### src/rtl/alu_issue_stage.sv
// ID-stage decode for the integer ALU subset, the ID/EX pipeline register with stall/flush,
// and the EX-stage forwarding muxes that present SrcA/SrcB/ALUControl to the ALU.
module alu_issue_stage #(
   parameter int XLEN   = 32,
   parameter int REG_AW = 5
) (
   input  logic              clk,
   input  logic              rst_n,
   input  logic [31:0]       instr_d,
   input  logic              valid_d,
   input  logic [XLEN-1:0]   rd1_d,
   input  logic [XLEN-1:0]   rd2_d,
   input  logic [XLEN-1:0]   imm_ext_d,
   input  logic              stall_e,
   input  logic              flush_e,
   input  logic [1:0]        forward_a_e,
   input  logic [1:0]        forward_b_e,
   input  logic [XLEN-1:0]   alu_result_m,
   input  logic [XLEN-1:0]   result_w,
   output logic [XLEN-1:0]   src_a_e,
   output logic [XLEN-1:0]   src_b_e,
   output logic [XLEN-1:0]   write_data_e,
   output logic [2:0]        alu_control_e,
   output logic [REG_AW-1:0] rd_e,
   output logic [REG_AW-1:0] rs1_e,
   output logic [REG_AW-1:0] rs2_e,
   output logic              reg_write_e,
   output logic              mem_write_e,
   output logic              result_src_e,
   output logic              branch_e,
   output logic              illegal_e,
   output logic              valid_e
);

   typedef enum logic [2:0] {
      ALU_ADD = 3'b000,
      ALU_SUB = 3'b001,
      ALU_AND = 3'b010,
      ALU_OR  = 3'b011,
      ALU_SLT = 3'b101
   } alu_op_e;

   localparam logic [6:0] OP_LOAD   = 7'b0000011;
   localparam logic [6:0] OP_STORE  = 7'b0100011;
   localparam logic [6:0] OP_BRANCH = 7'b1100011;
   localparam logic [6:0] OP_REG    = 7'b0110011;
   localparam logic [6:0] OP_IMM    = 7'b0010011;

   typedef struct packed {
      logic              valid;
      logic              reg_write;
      logic              mem_write;
      logic              result_src;
      logic              branch;
      logic              illegal;
      logic              alu_src;
      logic [2:0]        alu_control;
      logic [XLEN-1:0]   rd1;
      logic [XLEN-1:0]   rd2;
      logic [XLEN-1:0]   imm;
      logic [REG_AW-1:0] rs1;
      logic [REG_AW-1:0] rs2;
      logic [REG_AW-1:0] rd;
   } idex_t;

   logic [6:0] opcode;
   logic [2:0] funct3;
   logic       funct7_b5;
   logic       unused_instr_bits;

   assign opcode            = instr_d[6:0];
   assign funct3            = instr_d[14:12];
   assign funct7_b5         = instr_d[30];
   assign unused_instr_bits = ^{instr_d[31], instr_d[29:25]};

   alu_op_e dec_alu;
   logic    dec_alu_src;
   logic    dec_reg_write;
   logic    dec_mem_write;
   logic    dec_result_src;
   logic    dec_branch;
   logic    dec_illegal;

   always_comb begin
      dec_alu        = ALU_ADD;
      dec_alu_src    = 1'b0;
      dec_reg_write  = 1'b0;
      dec_mem_write  = 1'b0;
      dec_result_src = 1'b0;
      dec_branch     = 1'b0;
      dec_illegal    = 1'b0;
      case (opcode)
         OP_LOAD: begin
            if (funct3 == 3'b010) begin
               dec_alu_src    = 1'b1;
               dec_reg_write  = 1'b1;
               dec_result_src = 1'b1;
            end else begin
               dec_illegal = 1'b1;
            end
         end
         OP_STORE: begin
            if (funct3 == 3'b010) begin
               dec_alu_src   = 1'b1;
               dec_mem_write = 1'b1;
            end else begin
               dec_illegal = 1'b1;
            end
         end
         OP_BRANCH: begin
            if (funct3 == 3'b000) begin
               dec_alu    = ALU_SUB;
               dec_branch = 1'b1;
            end else begin
               dec_illegal = 1'b1;
            end
         end
         OP_REG, OP_IMM: begin
            // funct7 bit 5 only selects SUB for register-register forms; addi ignores it
            case (funct3)
               3'b000:  dec_alu = (opcode == OP_REG && funct7_b5) ? ALU_SUB : ALU_ADD;
               3'b010:  dec_alu = ALU_SLT;
               3'b110:  dec_alu = ALU_OR;
               3'b111:  dec_alu = ALU_AND;
               default: dec_illegal = 1'b1;
            endcase
            if (!dec_illegal) begin
               dec_reg_write = 1'b1;
               dec_alu_src   = (opcode == OP_IMM);
            end
         end
         default: dec_illegal = 1'b1;
      endcase
   end

   idex_t capture;
   idex_t idex;

   // A non-valid slot still carries its operands, but none of its control may act.
   always_comb begin
      capture             = '0;
      capture.valid       = valid_d;
      capture.reg_write   = dec_reg_write  & valid_d;
      capture.mem_write   = dec_mem_write  & valid_d;
      capture.result_src  = dec_result_src & valid_d;
      capture.branch      = dec_branch     & valid_d;
      capture.illegal     = dec_illegal    & valid_d;
      capture.alu_src     = dec_alu_src    & valid_d;
      capture.alu_control = valid_d ? dec_alu : ALU_ADD;
      capture.rd1         = rd1_d;
      capture.rd2         = rd2_d;
      capture.imm         = imm_ext_d;
      capture.rs1         = instr_d[19:15];
      capture.rs2         = instr_d[24:20];
      capture.rd          = instr_d[11:7];
   end

   always_ff @(posedge clk) begin
      if (!rst_n) begin
         idex <= '0;
      end else if (flush_e) begin
         idex <= '0;
      end else if (!stall_e) begin
         idex <= capture;
      end
   end

   logic [XLEN-1:0] rd2_fwd;

   // Forward code 11 is reserved and falls back to the register value.
   always_comb begin
      case (forward_a_e)
         2'b10:   src_a_e = alu_result_m;
         2'b01:   src_a_e = result_w;
         default: src_a_e = idex.rd1;
      endcase
      case (forward_b_e)
         2'b10:   rd2_fwd = alu_result_m;
         2'b01:   rd2_fwd = result_w;
         default: rd2_fwd = idex.rd2;
      endcase
   end

   assign src_b_e       = idex.alu_src ? idex.imm : rd2_fwd;
   assign write_data_e  = rd2_fwd;
   assign alu_control_e = idex.alu_control;
   assign rd_e          = idex.rd;
   assign rs1_e         = idex.rs1;
   assign rs2_e         = idex.rs2;
   assign reg_write_e   = idex.reg_write;
   assign mem_write_e   = idex.mem_write;
   assign result_src_e  = idex.result_src;
   assign branch_e      = idex.branch;
   assign illegal_e     = idex.illegal;
   assign valid_e       = idex.valid;

endmodule
### config.mk
export PLATFORM = sky130hd
export DESIGN_NAME = alu_issue_stage
export DESIGN_NICKNAME = d
export VERILOG_FILES = /design/src/rtl/alu_issue_stage.sv
export SDC_FILE = /design/constraint.sdc
export NUM_CORES = 1
export LEC_CHECK = 0
export CAP_MARGIN = 10
export CORE_AREA = 2 2 126 128
export CTS_CLUSTER_DIAMETER = 30
export DETAILED_ROUTE_END_ITERATION = 8
export DIE_AREA = 0 0 128 130
export GPL_TIMING_DRIVEN = 0
export PLACE_DENSITY = 0.92
export SLEW_MARGIN = 20
export SYNTH_ARGS = -nofsm -noshare
export SYNTH_HDL_FRONTEND = slang
export SYNTH_SLANG_ARGS = --single-unit
export TNS_END_PERCENT = 10
### constraint.sdc
create_clock -name clk -period 2.5 [get_ports clk]
set_clock_uncertainty 0.05 [all_clocks]
set_input_delay 0.375 -clock clk [delete_from_list [all_inputs] [get_ports clk]]
set_output_delay 0.375 -clock clk [all_outputs]
set_load 0.02 [all_outputs]
==> flow_metrics.py, run 1 <==
metrics = {
    "placed_design": {
        "dp_hpwl_um": 18800,
        "globalplace.congestion": 0.901,
        "dp_slack_ns": -1.02,
        "port_buffers": 312,
    },
    "yosys": {
        "post_synth_instance_area_um2": 6080,
        "async_flop_share": 0,
        "synthFlopType": "dfxtp_1",
        "synth.avg_cell_area_um2": 8.73,
        "yosysSeqAreaShare": 0.398,
        "synth.largest_area_cell": "dfxtp_1",
        "syn_inst": 697,
        "synth_warnings": 0,
        "synth_fp_nets": 902,
        "synth_top_area_frac": 0.398,
        "synth_edf_count": 0,
        "synth_area_leaders": "dfxtp_1 40%, mux2i_1 18%, a22oi_1 8.1%, nor2_1 7.2%, mux2_2 5.6%",
        "synth.distinct_cells": 35,
        "yosys_register_bits": 121,
    },
    "timing": {
        "final_hold_viol_count": 0,
        "max_freq_ghz": 0.403,
        "fin_crit_sh": 0.994,
        "setup_violations": 0,
        "drv_slew": 0,
        "maxSlewHeadroom": 0.480,
        "setup_ws_ns": 0.0162,
        "min_period_ns": 2.48,
        "tightestPinTransition_ns": 0.779,
        "rsz0062_at_grt": "true",
    },
    "setup_path": {
        "crit_path_start_kind": "input pin",
        "max_stage_delay_ns": 0.50,
        "crit_fanout": 10,
        "crit_type": "in -> out",
        "crit_arrival_ns": 2.06,
        "critPathSlowestCell": "clkdlybuf4s50_1",
        "cp_cell_sequence": "clkdlybuf4s50_1, inv_1, ha_4, clkbuf_4, nand2_1, o21ai_0, clkdlybuf4s15_1",
        "endpoint_kind": "primary output",
        "cp.required_ns": 2.08,
    },
    "grt": {
        "grt_overflow": 0,
        "busiest_layer": "met2",
        "grt_start_max_net_pins": 17,
        "antenna_found_initial": 0,
        "grt_pass1_wl_um": 36900,
        "use_met1": 0.345,
        "grt_use_met3": 0.0672,
        "grt_pass1_vias": 6659,
        "met2_usage": 0.515,
        "track_usage": 0.294,
    },
    "finish": {
        "drive_above_1_share": 0.190,
        "final_nets": 1231,
        "area_delta_synth_final_pct": 66.4,
        "finish.utilization": 0.656,
        "n_antenna_cell": 0,
    },
    "power_and_ir_drop": {
        "p_int_mw": 4.17,
        "p_seq_frac": 0.351,
        "comb_power_share": 0.233,
        "share_clk_of_total_power": 0.416,
        "powerDensity_nw_per_um2": 569,
        "power.switching_mw": 1.59,
        "leakage_nw": 4.29,
        "peakVddDrop_uv": 429,
        "switching_share": 0.276,
    },
    "clock_network": {
        "cts_setup_buffers": 0,
        "cts_root_buf": "clkbuf_16",
        "cts_tree": "done",
        "cts_sinks": 121,
        "clk_latency_ns": 0.41,
        "h-tree-depth": 4,
        "cts_buffer_depth": 2,
        "cts_made_buffers": 17,
        "cts_hold_buf": 0,
        "path_clk_slew_ns": 0.05,
    },
    "floorplanning": {
        "io_pins": 321,
        "start_util": 0.394,
        "fp.dieW_um": 128,
        "dieArea_um2": 16600,
        "rows": 46,
        "die_y_um": 130,
        "core_area_um2": 15400,
    },
    "route": {
        "drc": 0,
        "drt-total-wl_um": 25300,
        "routed_via_density": 5.42,
        "postRouteAntennaNets": 0,
        "drt-initial-drc-count": 420,
        "post_drt_wl_per_cell_um": 20.6,
        "first_pass_iters": 5,
        "vias": 6662,
    },
    "worst_hold_path": {
        "holdCritPathClass": "in -> reg",
    },
    "job": {
        "drv_cap": 0,
    },
    "run_status": {
        "status": "completed",
    },
}
## layout by cell type (no fill, tap or decap), types with 2 or more instances in the layout
cell type and count:
nand2_1 69, nand3b_1 2, ha_4 3, dlygate4sd2_1 34, clkbuf_8 14, buf_4 25, o21ai_1 30, clkdlybuf4s50_1 214
a22oi_2 11, a21oi_1 8, mux2i_1 111, clkinv_2 2, nand2b_1 2, buf_1 4, dfxtp_1 120, nor2_1 116
clkdlybuf4s15_2 22, a32oi_1 2, mux2_2 30, clkbuf_16 19, clkinvlp_4 3, o21ai_2 3, clkbuf_1 13, clkdlybuf4s15_1 7
inv_1 6, a22oi_1 55, mux2_1 2, buf_2 30, clkbuf_4 5, clkbuf_2 22, o21ai_0 33
## cells by family after synthesis
group	synth area share
and+or+nand+nor	0.132
muxes	0.242
DFF	0.398
adders and majority gates	0.00823
buffers and inverters	0.0654
AOI/OAI and AO/OA	0.155
## synth_stat cells (2+ instances only)
cell type	n
mux2_1	2
buf_2	18
buf_4	18
o21ai_0	58
o21ai_1	8
mux2_2	30
ha_1	4
a22oi_1	66
nor2_1	116
mux2i_1	111
buf_1	5
nand2b_1	2
a21oi_1	8
dfxtp_1	121
nand3b_1	2
inv_1	6
clkbuf_1	35
a32oi_1	2
nand2_1	69
## power groups by stage
stage | clock (mW) | combinational (mW) | sequential [mW]
after global routing | 2.52 | 1.42 | 2.03
after global placement | 0 | 1.31 | 2.06
final | 2.39 | 1.35 | 2.02
after CTS | 2.42 | 1.34 | 2.02
after floorplan | 0 | 0.594 | 2.05
after detailed placement | 0 | 1.33 | 2.06
## area by class of cell
cell class / instances / area, um2
inverters: 6 / 22.5
clock buffers: 25 / 515
fillers: 1258 / 5300
multi-input cells: 494 / 3370
flip-flops and latches: 121 / 2420
plain buffers: 74 / 558
clock inverters: 6 / 62.6
well taps: 192 / 240
repair buffers: 312 / 2930
## final timing paths
kind | startpoint | endpoint | slack (ns) | cells past startpoint
setup / recovery | forward_a_e[0] | src_a_e[10] | 0.02 | 7
hold / removal | instr_d[14] | alu_control_e[1] | 0.29 | 3
setup reg to reg | idex[114] | idex[114] | 1.33 | 3
hold reg to reg | valid_e | valid_e | 0.42 | 2
## state kept, by name, summed over array words and instances (netlist names)
| signal | count |
|---|---|
| branch_e | 1 |
| result_src_e | 1 |
| idex | 97 |
| rs1_e | 5 |
| mem_write_e | 1 |
| rs2_e | 5 |
| alu_control_e | 3 |
| illegal_e | 1 |
| valid_e | 1 |
| reg_write_e | 1 |
| rd_e | 5 |
## worst max-delay path, delay by kind of cell
kind | cells | cell delay [ns]
AO/OA/AOI/OAI | 1 | 0.06
buffers and inverters | 4 | 1.21
adder cells (fa/ha/maj) | 1 | 0.34
AND/OR/NAND/NOR | 1 | 0.07
## stage by stage
step           std cells  power [mW]  cell area, um2  hold WS, ns  setup TNS [ns]
5_1_grt             1230        5.96           10100        0.312          -0.276
6_report            1230        5.76           10100        0.293               0
3_3_place_gp        1201        3.37            9450        0.406          -77.09
2_1_floorplan        697        2.65            6080        0.401               0
4_1_cts             1230        5.78           10200        0.278       -0.000596
3_5_place_dp        1201        3.39            9450        0.409          -78.39
## repair_timing
item,in CTS,in global routing
resized for setup,310,61
hold endpoints to repair,0,0
endpoints found under the setup margin,96,40
## routing by layer
layer	vias up	wire, um
li1	3086	-
met1	3162	10100
met3	65	1860
met2	349	12500
met4	0	869
met5	-	0
Note: power is estimated with default switching activity, not from simulation.
==> inputs of run 2 (changes only) <==
- ABC_AREA: unset -> 1
- CORE_AREA: 2 2 126 128 -> unset
- CORE_MARGIN: unset -> 1.5
- CORE_UTILIZATION: unset -> 44
- DIE_AREA: 0 0 128 130 -> unset
- PLACE_DENSITY: 0.92 -> 0.95
- SLEW_MARGIN: 20 -> unset
==> run 2 against run 1 <==
Against the previous run:
- design area grew 3.5%
- die area is 8.0% lower
- combinational power up 41%
==> flow_metrics.py, run 2 <==
metrics = {
    "run_status": {
        "status": "completed",
    },
    "floorplanning": {
        "die_y_um": 124,
        "fp.dieW_um": 124,
        "io_pins": 321,
        "core_area_um2": 14000,
        "start_util": 0.457,
        "dieArea_um2": 15300,
        "rows": 43,
    },
    "route": {
        "routed_via_density": 5.63,
        "post_drt_wl_per_cell_um": 19.7,
        "drc": 0,
        "drt-total-wl_um": 30200,
        "postRouteAntennaNets": 0,
        "vias": 8611,
        "drt-initial-drc-count": 846,
        "first_pass_iters": 7,
    },
    "clock_network": {
        "h-tree-depth": 4,
        "cts_buffer_depth": 2,
        "cts_tree": "done",
        "cts_sinks": 121,
        "cts_made_buffers": 17,
        "cts_root_buf": "clkbuf_16",
        "clk_latency_ns": 0.41,
        "path_clk_slew_ns": 0.05,
    },
    "yosys": {
        "yosysSeqAreaShare": 0.378,
        "async_flop_share": 0,
        "synth-simple-area-share": 0.301,
        "synth_xor_area_frac": 0,
        "synth_top_area_frac": 0.378,
        "synth_adder_area_share": 0.00780,
        "synth.distinct_cells": 24,
        "post_synth_instance_area_um2": 6410,
        "synth_top_family_by_area": "simple AND/OR/NAND/NOR gates",
        "synth_most_common_cell": "nand2_1",
        "synth.largest_area_cell": "dfxtp_1",
        "synthFlopType": "dfxtp_1",
        "synth.avg_cell_area_um2": 6.54,
        "syn_inst": 981,
        "synth_common_cells": "407 x nand2_1, 216 x a21oi_1, 121 x dfxtp_1",
        "synth_edf_count": 0,
        "synth_warnings": 0,
        "synth_fp_nets": 1186,
        "yosys_register_bits": 121,
        "synth_area_leaders": "dfxtp_1 38%, nand2_1 24%, a21oi_1 17%, a21oi_2 4.4%, nor2_1 4.2%",
        "synth_compound_area_frac": 0.215,
        "synthMuxAreaShare": 0,
    },
    "finish": {
        "nFillCells": 1064,
        "area_delta_synth_final_pct": 63.4,
        "finish.utilization": 0.746,
        "final_cell_mix": "407 x nand2_1, 213 x clkdlybuf4s50_1, 211 x a21oi_1",
        "fin_area_um2": 10500,
        "top_register": "idex",
        "largest_reg_flops": 97,
        "final_nets": 1540,
        "final_common_cell": "nand2_1",
        "drive_above_1_share": 0.203,
    },
    "setup_path": {
        "crit_path_start_kind": "flip-flop",
        "crit_fanout": 10,
        "cp.required_ns": 2.08,
        "crit_arrival_ns": 2.07,
        "endpoint_kind": "primary output",
        "crit_type": "reg -> out",
    },
    "placed_design": {
        "dp_hpwl_um": 21200,
        "globalplace.congestion": 0.891,
        "place_area_um2": 9770,
        "port_buffers": 313,
        "dp_slack_ns": -0.786,
    },
    "grt": {
        "grt_pass1_vias": 8030,
        "antenna_found_initial": 1,
        "grt_pass1_wl_um": 42200,
        "grt_start_max_net_pins": 17,
        "grt_overflow": 0,
        "track_usage": 0.375,
    },
    "job": {
        "drv_cap": 0,
    },
    "timing": {
        "final_hold_viol_count": 0,
        "fin_crit_sh": 0.997,
        "tightestPinTransition_ns": 0.604,
        "min_period_ns": 2.49,
        "setup_ws_ns": 0.00685,
        "max_freq_ghz": 0.401,
        "setup_violations": 0,
        "drv_slew": 0,
        "maxSlewHeadroom": 0.597,
    },
    "power_and_ir_drop": {
        "powerDensity_nw_per_um2": 597,
        "leakage_nw": 4.50,
        "peakVddDrop_uv": 447,
        "p_int_mw": 4.28,
        "total_power_mw": 6.25,
        "share_clk_of_total_power": 0.373,
        "p_seq_frac": 0.323,
        "power.switching_mw": 1.97,
        "switching_share": 0.316,
        "comb_power_share": 0.304,
    },
    "worst_hold_path": {
        "holdCritPathClass": "in -> reg",
    },
}
-- run 2: layer usage --
| layer | up-vias | global-route usage | share of wire |
|---|---|---|---|
| li1 | 3854 | - | - |
| met1 | 3873 | 0.419 | 0.35 |
| met2 | 717 | 0.616 | 0.46 |
| met3 | 167 | 0.113 | 0.13 |
| met4 | 0 | 0.250 | 0.068 |
| met5 | - | 0 | 0 |
-- run 2: kinds of logic after synthesis --
family / count (synthesis)
flip-flops: 121
buffers and inverters: 108
AO/OA/AOI/OAI: 251
adder cells (fa/ha/maj): 4
AND/OR/NAND/NOR: 497
-- run 2: worst max-delay path, cell delays in order, from the launching register on --
cell             delay, ns
dfxtp_1               0.30
buf_2                 0.17
inv_1                 0.19
buf_1                 0.49
nand2_1               0.13
nand2_1               0.09
clkdlybuf4s15_2       0.28
-- run 2: through the flow --
stage | TNS (ns) | instances | hold slack (ns)
after floorplan | 0 | 981 | 0.387
after detailed placement | -52.28 | 1474 | 0.404
after global placement | -49.11 | 1474 | 0.400
final | 0 | 1529 | 0.401
after CTS | -7.24 | 1510 | 0.390
after global routing | -0.0307 | 1528 | 0.410
-- run 2: area by class of cell --
type                    instances  area, um2  share of cell area
clock inverters                11        105              0.0100
well taps                     180        225              0.0215
repair buffers                335       3100               0.296
clock buffers                  20        447              0.0426
plain buffers                  90        688              0.0657
diodes                          2       5.00            0.000478
flip-flops and latches        121       2420               0.231
multi-input cells             752       3400               0.325
inverters                      18       85.1             0.00812
-- run 2: worst paths after layout --
check | endpoint | slack [ns] | cells after the start | start
setup / recovery | src_b_e[3] | 0.007 | 6 | idex[114]
hold / removal | idex[74] | 0.40 | 4 | stall_e
setup reg to reg | idex[114] | 1.65 | 3 | idex[114]
hold reg to reg | idex[42] | 0.41 | 2 | idex[42]
-- run 2: power groups by stage --
stage               clock, mW  combinational, mW  sequential [mW]
global route             2.43               2.00             2.03
floorplan                   0              0.844             2.05
CTS                      2.33               1.76             2.02
detailed placement          0               1.81             2.06
finish                   2.33               1.90             2.02
global placement            0               1.79             2.06
-- run 2: repair_timing --
action	in CTS	in global routing
setup buffers	4	12
pin swaps	2	5
gates resized for setup	339	93
gates cloned	1	5
hold buffers	0	0
endpoints found under the setup margin	96	87
